### src/rtl/lbm_sweep_scheduler_pkg.sv
// Shared LBM sweep definitions: lattice geometry defaults and the scheduler state encoding.
// Geometry defaults are derived from the distribution RAM depth and lanes per word.
package lbm_sweep_scheduler_pkg;

    localparam int unsigned DEPTH          = 2500;
    localparam int unsigned RAMS_TO_ACCESS = 5;

    localparam int unsigned CELLS_DEF  = DEPTH;
    localparam int unsigned LANES_DEF  = RAMS_TO_ACCESS;
    localparam int unsigned WORDS_DEF  = CELLS_DEF / LANES_DEF;
    localparam int unsigned ADDR_W_DEF = $clog2(WORDS_DEF);

    typedef enum logic [2:0] {
        ST_IDLE  = 3'd0,
        ST_INIT  = 3'd1,
        ST_RUN   = 3'd2,
        ST_DRAIN = 3'd3,
        ST_SWAP  = 3'd4,
        ST_PAUSE = 3'd5
    } sweep_state_t;

endpackage

### src/rtl/lbm_sweep_scheduler_counter.sv
// Loadable, clearable up-counter with a terminal-count flag; used for the read and write sweeps.
// Clear has priority over load, load over increment.
module sweep_counter #(
    parameter int unsigned    W    = 10,
    parameter logic [W-1:0]   TERM = '1
) (
    input  logic         clk,
    input  logic         rst,
    input  logic         clear,
    input  logic         load,
    input  logic [W-1:0] load_val,
    input  logic         inc,
    output logic [W-1:0] count,
    output logic         tc
);

    always_ff @(posedge clk or negedge rst) begin
        if (!rst) begin
            count <= '0;
        end else if (clear) begin
            count <= '0;
        end else if (load) begin
            count <= load_val;
        end else if (inc) begin
            count <= count + W'(1);
        end
    end

    assign tc = (count == TERM);

endmodule

### src/rtl/lbm_sweep_scheduler.sv
// Timestep sequencer for the ping-pong LBM distribution store: init sweep, metered
// read/write-back sweeps, bank swap per step, pause at step boundaries.
module lbm_sweep_scheduler
    import lbm_sweep_scheduler_pkg::*;
#(
    parameter int unsigned CELLS   = CELLS_DEF,
    parameter int unsigned LANES   = LANES_DEF,
    parameter int unsigned WORDS   = CELLS / LANES,
    parameter int unsigned ADDR_W  = ADDR_W_DEF,
    parameter int unsigned MAX_OUT = 8
) (
    input  logic              clk,
    input  logic              rst,
    input  logic              start,
    input  logic              en,
    input  logic [31:0]       steps,
    input  logic              dp_ready,
    input  logic              dp_wr_valid,
    output logic [ADDR_W-1:0] rd_addr,
    output logic              rd_en,
    output logic [ADDR_W-1:0] wr_addr,
    output logic              wr_en,
    output logic              bank_sel,
    output logic              init_mode,
    output logic              busy,
    output logic              done,
    output logic [31:0]       steps_done,
    output logic              err
);

    localparam int unsigned CW = ADDR_W + 1;
    localparam logic [CW-1:0] WORDS_C = CW'(WORDS);
    localparam logic [CW-1:0] LAST_C  = CW'(WORDS - 1);
    localparam logic [CW-1:0] MAX_C   = CW'(MAX_OUT);

    sweep_state_t state;
    logic [31:0]  steps_lat;

    logic [CW-1:0] rd_cnt;
    logic [CW-1:0] wr_cnt;
    logic          rd_tc;
    logic          wr_tc;
    logic          rd_clear;
    logic          wr_clear;

    logic start_acc;
    logic in_sweep;
    logic wb_ok;
    logic stray_wb;
    logic last_step;
    logic init_last;

    sweep_counter #(
        .W    (CW),
        .TERM (LAST_C)
    ) u_rd_cnt (
        .clk      (clk),
        .rst      (rst),
        .clear    (rd_clear),
        .load     (1'b0),
        .load_val ('0),
        .inc      (rd_en),
        .count    (rd_cnt),
        .tc       (rd_tc)
    );

    // The write counter doubles as the init-sweep address generator.
    sweep_counter #(
        .W    (CW),
        .TERM (LAST_C)
    ) u_wr_cnt (
        .clk      (clk),
        .rst      (rst),
        .clear    (wr_clear),
        .load     (1'b0),
        .load_val ('0),
        .inc      (wr_en),
        .count    (wr_cnt),
        .tc       (wr_tc)
    );

    always_comb begin
        start_acc = (state == ST_IDLE) && start;
        in_sweep  = (state == ST_RUN) || (state == ST_DRAIN);
        // A write-back is only legitimate while a read is still outstanding.
        wb_ok     = in_sweep && (wr_cnt != rd_cnt);
        stray_wb  = dp_wr_valid && !wb_ok;
        last_step = ({1'b0, steps_done} + 33'd1) == {1'b0, steps_lat};
        init_last = (state == ST_INIT) && wr_tc;

        rd_en = (state == ST_RUN) && dp_ready && (rd_cnt < WORDS_C)
                && ((rd_cnt - wr_cnt) < MAX_C);
        wr_en = (state == ST_INIT) || (dp_wr_valid && wb_ok);

        rd_addr   = rd_cnt[ADDR_W-1:0];
        wr_addr   = wr_cnt[ADDR_W-1:0];
        init_mode = (state == ST_INIT);
        busy      = (state != ST_IDLE);
        done      = (init_last && (steps_lat == '0))
                    || ((state == ST_SWAP) && last_step);

        rd_clear = start_acc || (state == ST_SWAP);
        wr_clear = start_acc || init_last || (state == ST_SWAP);
    end

    always_ff @(posedge clk or negedge rst) begin
        if (!rst) begin
            state      <= ST_IDLE;
            steps_lat  <= '0;
            steps_done <= '0;
            bank_sel   <= 1'b0;
            err        <= 1'b0;
        end else begin
            if (stray_wb) begin
                err <= 1'b1;
            end
            unique case (state)
                ST_IDLE: begin
                    if (start) begin
                        steps_lat  <= steps;
                        steps_done <= '0;
                        bank_sel   <= 1'b0;
                        err        <= 1'b0;
                        state      <= ST_INIT;
                    end
                end
                ST_INIT: begin
                    if (wr_tc) begin
                        state <= (steps_lat == '0) ? ST_IDLE : ST_RUN;
                    end
                end
                ST_RUN: begin
                    if (rd_en && rd_tc) begin
                        state <= ST_DRAIN;
                    end
                end
                ST_DRAIN: begin
                    if (wr_en && wr_tc) begin
                        state <= ST_SWAP;
                    end
                end
                ST_SWAP: begin
                    bank_sel <= ~bank_sel;
                    if (steps_done != '1) begin
                        steps_done <= steps_done + 32'd1;
                    end
                    if (last_step) begin
                        state <= ST_IDLE;
                    end else if (en) begin
                        state <= ST_RUN;
                    end else begin
                        state <= ST_PAUSE;
                    end
                end
                ST_PAUSE: begin
                    if (en) begin
                        state <= ST_RUN;
                    end
                end
                default: state <= ST_IDLE;
            endcase
        end
    end

endmodule
### config.mk
export PLATFORM = sky130hd
export DESIGN_NAME = lbm_sweep_scheduler
export DESIGN_NICKNAME = d
export VERILOG_FILES = /design/src/rtl/lbm_sweep_scheduler_pkg.sv /design/src/rtl/lbm_sweep_scheduler_counter.sv /design/src/rtl/lbm_sweep_scheduler.sv
export SDC_FILE = /design/constraint.sdc
export NUM_CORES = 1
export LEC_CHECK = 0
export BUFFER_PORTS_ARGS = -buffer_cell sky130_fd_sc_hd__buf_2
export CAP_MARGIN = 20
export CORE_UTILIZATION = 50
export CTS_BUF_LIST = sky130_fd_sc_hd__clkbuf_16
export CTS_CLUSTER_SIZE = 24
export DETAILED_ROUTE_END_ITERATION = 7
export HOLD_SLACK_MARGIN = 0.12
export PLACE_DENSITY = 0.74
export SLEW_MARGIN = 10
export SYNTH_ARGS = -nofsm -noshare
export SYNTH_HDL_FRONTEND = slang
export SYNTH_SLANG_ARGS = --single-unit
### constraint.sdc
create_clock -name clk -period 5.5 [get_ports clk]
set_input_delay 0.55 -clock clk [delete_from_list [all_inputs] [get_ports clk]]
set_output_delay 0.55 -clock clk [all_outputs]
set_load 0.005 [all_outputs]
==> summary.txt <==
Outcome
  – Run status: finished with violations
  – Failing checks: DRC

Final layout
  – Most frequent cells in the layout: nand2_1, buf_2, dfrtp_1
  – Multi-input logic area: 0.00344 mm^2
  – Seq. cell area: 0.00223 mm^2
  – Share of cells above drive strength 1: 0.160
  – Final non-filler cell total: 950
  – Layout area overhead: 11.5%
  – Final antenna diode count: 0
  – Nets: 853
  – Fill cell count: 1,096
  – Commonest non-fill, non-tap cell in the layout: nand2_1

Clocking
  – Inserted Clock Buffers: 9
  – Root buffer cell: clkbuf_16
  – CTS tree: done
  – Clock buffer depth: 2
  – Clk_lat worst skew: 350 ps
  – Setup Fix Bufs, Post-CTS: 0
  – CTS resizes: 0
  – Clk sinks: 89
  – Worst-path clk slew: 70 ps
  – H-tree Lvls: 3
  – # hold bufs at CTS: 0

STA
  – Fin Hold WS: 141 ps
  – Final Hold Viols: 0
  – Unrepaired setup endpoints after global routing: false
  – Tmin final: 4380 ps
  – Fmax: 0.228 GHz
  – Max_slew headroom: 0.280
  – Endpoints failing setup: 0
  – Slew Viols, Final: 0
  – Part of the cycle the worst path needs: 0.797
  – Worst Tran Pin Value: 1080 ps
  – Fin Setup TNS: 0 ps
  – Final Skew: 11.2 ps
  – Setup WS post-layout: 1120 ps

Yosys
  – Synth cell types: 59
  – Post-synthesis mux area share: 0.00187
  – Synth async-reset ratio: 1.00
  – Post-synthesis area per instance: 8.09 um^2
  – #FFs+latches synth: 89
  – Synth area leader: dfrtp_1
  – Post-synthesis compound-gate area fraction: 0.152
  – Synth warnings: 0
  – Post-Syn Area: 0.00603 mm^2
  – Xor/xnor share of the synthesized area: 0.0828
  – Yosys top cell area share: 0.369
  – Post-synth EDFFs: 0
  – Area contributors post-synth: dfrtp_1, nand2_1, xnor2_1, o21ai_0, nor2_1
  – Area share of and/or/nand/nor cells after synthesis: 0.309
  – Post-synth top flop: dfrtp_1
  – Post-synthesis sequential area ratio: 0.369
  – Main combinational cell family by area after synthesis: simple AND/OR/NAND/NOR gates
  – Synth Area in Adders: 0.0249
  – Cell count after synthesis: 745
  – Syn nets: 795

Critical path
  – Worst reg2reg path endpoint: steps_done[19]
  – Worst path required time: 4950 ps
  – CP Class: reg2out
  – Worst r2r src: steps_done[0]
  – Worst setup EP type: output port
  – Critical Path Slowest Stage Cell: or4_1
  – CP top delay family: simple AND/OR/NAND/NOR gates
  – Max Fanout on Critical Path: 8
  – Worst R2R Setup Slack: 2040 ps
  – Critical Path Source Type: flop
  – CP Cell Sequence: ha_1, nand4_1, or3_4, nor4_1, o21ai_0, or4_1, nand4b_1, nor4_2, a22o_1, buf_2
  – Buf+Inv Stages, Crit Path: 1
  – WP data arrival: 3830 ps
  – Critical Path Max Stage Delay: 540 ps
  – Worst R2R Path Depth: 10

Placement
  – Final HPWL DP: 12.9 mm
  – Global placer's final weighted congestion: 0.959
  – Post-placement cell count: 935
  – Post-Place Worst Slack: 1610 ps
  – PortBufs: 94

Floorplanning
  – Num rows: 39
  – I/O pins: 95
  – Initial cell density of the core: 0.521
  – Die X-Extent: 112 um
  – CORE AREA: 0.0116 mm^2
  – Die H: 112 um
  – Die area: 0.0125 mm^2

Global routing
  – Total GRT Usage: 0.285
  – GRT overflow: 0
  – Global-route wire length before repair: 28.0 mm
  – Vias in the first global route: 5,380
  – Antenna violations before repair: 0
  – Largest net degree at the start of global routing: 57

Drt
  – Routed wire per std cell: 18.2 um
  – Vias per cell: 6.06
  – Total Wirelength: 17.3 mm
  – DRC violations left: 4
  – Final ANT Viol Nets: 0
  – Total vias in the final route: 5,759
  – DR iter-0 viols: 549
  – Pre-Repair DR Iteration Count: 8

Pwr
  – Clk pwr share: 0.185
  – Power density cells: 490 mW/mm^2
  – VDD IR max: 0.272 mV
  – Logic pwr share: 0.400
  – Leak pwr: 3.07 nW
  – Share of power burned in registers: 0.415
  – NetSw: 0.00144 W
  – Int Power: 0.00186 W
  – Switching Fraction: 0.436

Flow run
  – Max_cap viols: 0

Hold path
  – Worst min-delay path class: in2async
## flip-flops by register name, indices dropped and copies added, names as in the netlist
| name | count |
|---|---|
| u_wr_cnt.count | 10 |
| state | 3 |
| u_rd_cnt.count | 10 |
| bank_sel | 1 |
| steps_lat | 32 |
| steps_done | 32 |
| err | 1 |
## through the flow
step	total power (W)	util	cell area [um^2]
2_1_floorplan	0.00222	-	6030
3_3_place_gp	0.00261	0.557	6440
3_5_place_dp	0.00265	0.557	6440
4_1_cts	0.00328	0.582	6730
5_1_grt	0.00353	0.582	6730
6_report	0.00329	0.582	6730
## power groups by stage
stage | logic [W] | registers (W) | clock network (W)
global placement | 0.00127 | 0.00134 | 0
floorplan | 0.00105 | 0.00116 | 0
CTS | 0.00131 | 0.00135 | 0.000622
detailed placement | 0.00129 | 0.00136 | 0
global route | 0.00148 | 0.00141 | 0.000640
finish | 0.00132 | 0.00137 | 0.000610
## cell usage after synthesis (4+ instances only)
library cell and number:
ha_1 12, nand3_1 28, or3_1 8, o22ai_1 4, buf_4 20, dfrtp_1 89, nor2b_1 9, o21a_1 4
nor4_1 18, o31ai_1 15, nor3b_1 4, a31oi_1 7, o211ai_1 7, a21o_1 6, nor2_1 48, nand4b_1 4
o41ai_1 7, nand2b_1 5, o21ai_0 56, inv_1 21, nand4_1 23, and4_1 9, and2_1 8, nand2_1 144
clkbuf_1 16, buf_2 8, and3_1 9, xnor2_1 41, a21oi_1 26, buf_1 6, xor2_1 16, or4_1 6
nor3_1 20
## layout make-up
cell class              instances  share of cell area
clock buffers                   9              0.0335
flip-flops and latches         89               0.331
well taps                     143              0.0266
multi-input cells             582               0.511
clock inverters                 6             0.00912
inverters                      21              0.0117
repair buffers                100              0.0770
## worst max-delay path by stage
stage	start	depth (start not counted)	slack, ps	endpoint
after floorplan	steps_done[0]	9	2160	done
after global placement	steps_done[0]	10	1750	done
after detailed placement	steps_done[0]	10	1610	done
after CTS	steps_done[0]	10	1210	done
after global routing	steps_done[0]	10	960	done
final	steps_done[0]	10	1120	done
## kinds of logic (layout without fill, tap and decap cells)
logic type | count (synthesis) | in the layout
AND/OR/NAND/NOR | 364 | 364
AO/OA/AOI/OAI | 148 | 148
flip-flops | 89 | 89
buffers and inverters | 74 | 136
XOR/XNOR | 57 | 57
adder cells (fa/ha/maj) | 12 | 12
multiplexers | 1 | 1
## metal layers
layer  track usage  routed length [um]
met5             0                   0
met4         0.119                 486
met3        0.0517                1200
met2         0.423                7540
met1         0.408                8070
Note: power is estimated with default switching activity, not from simulation.
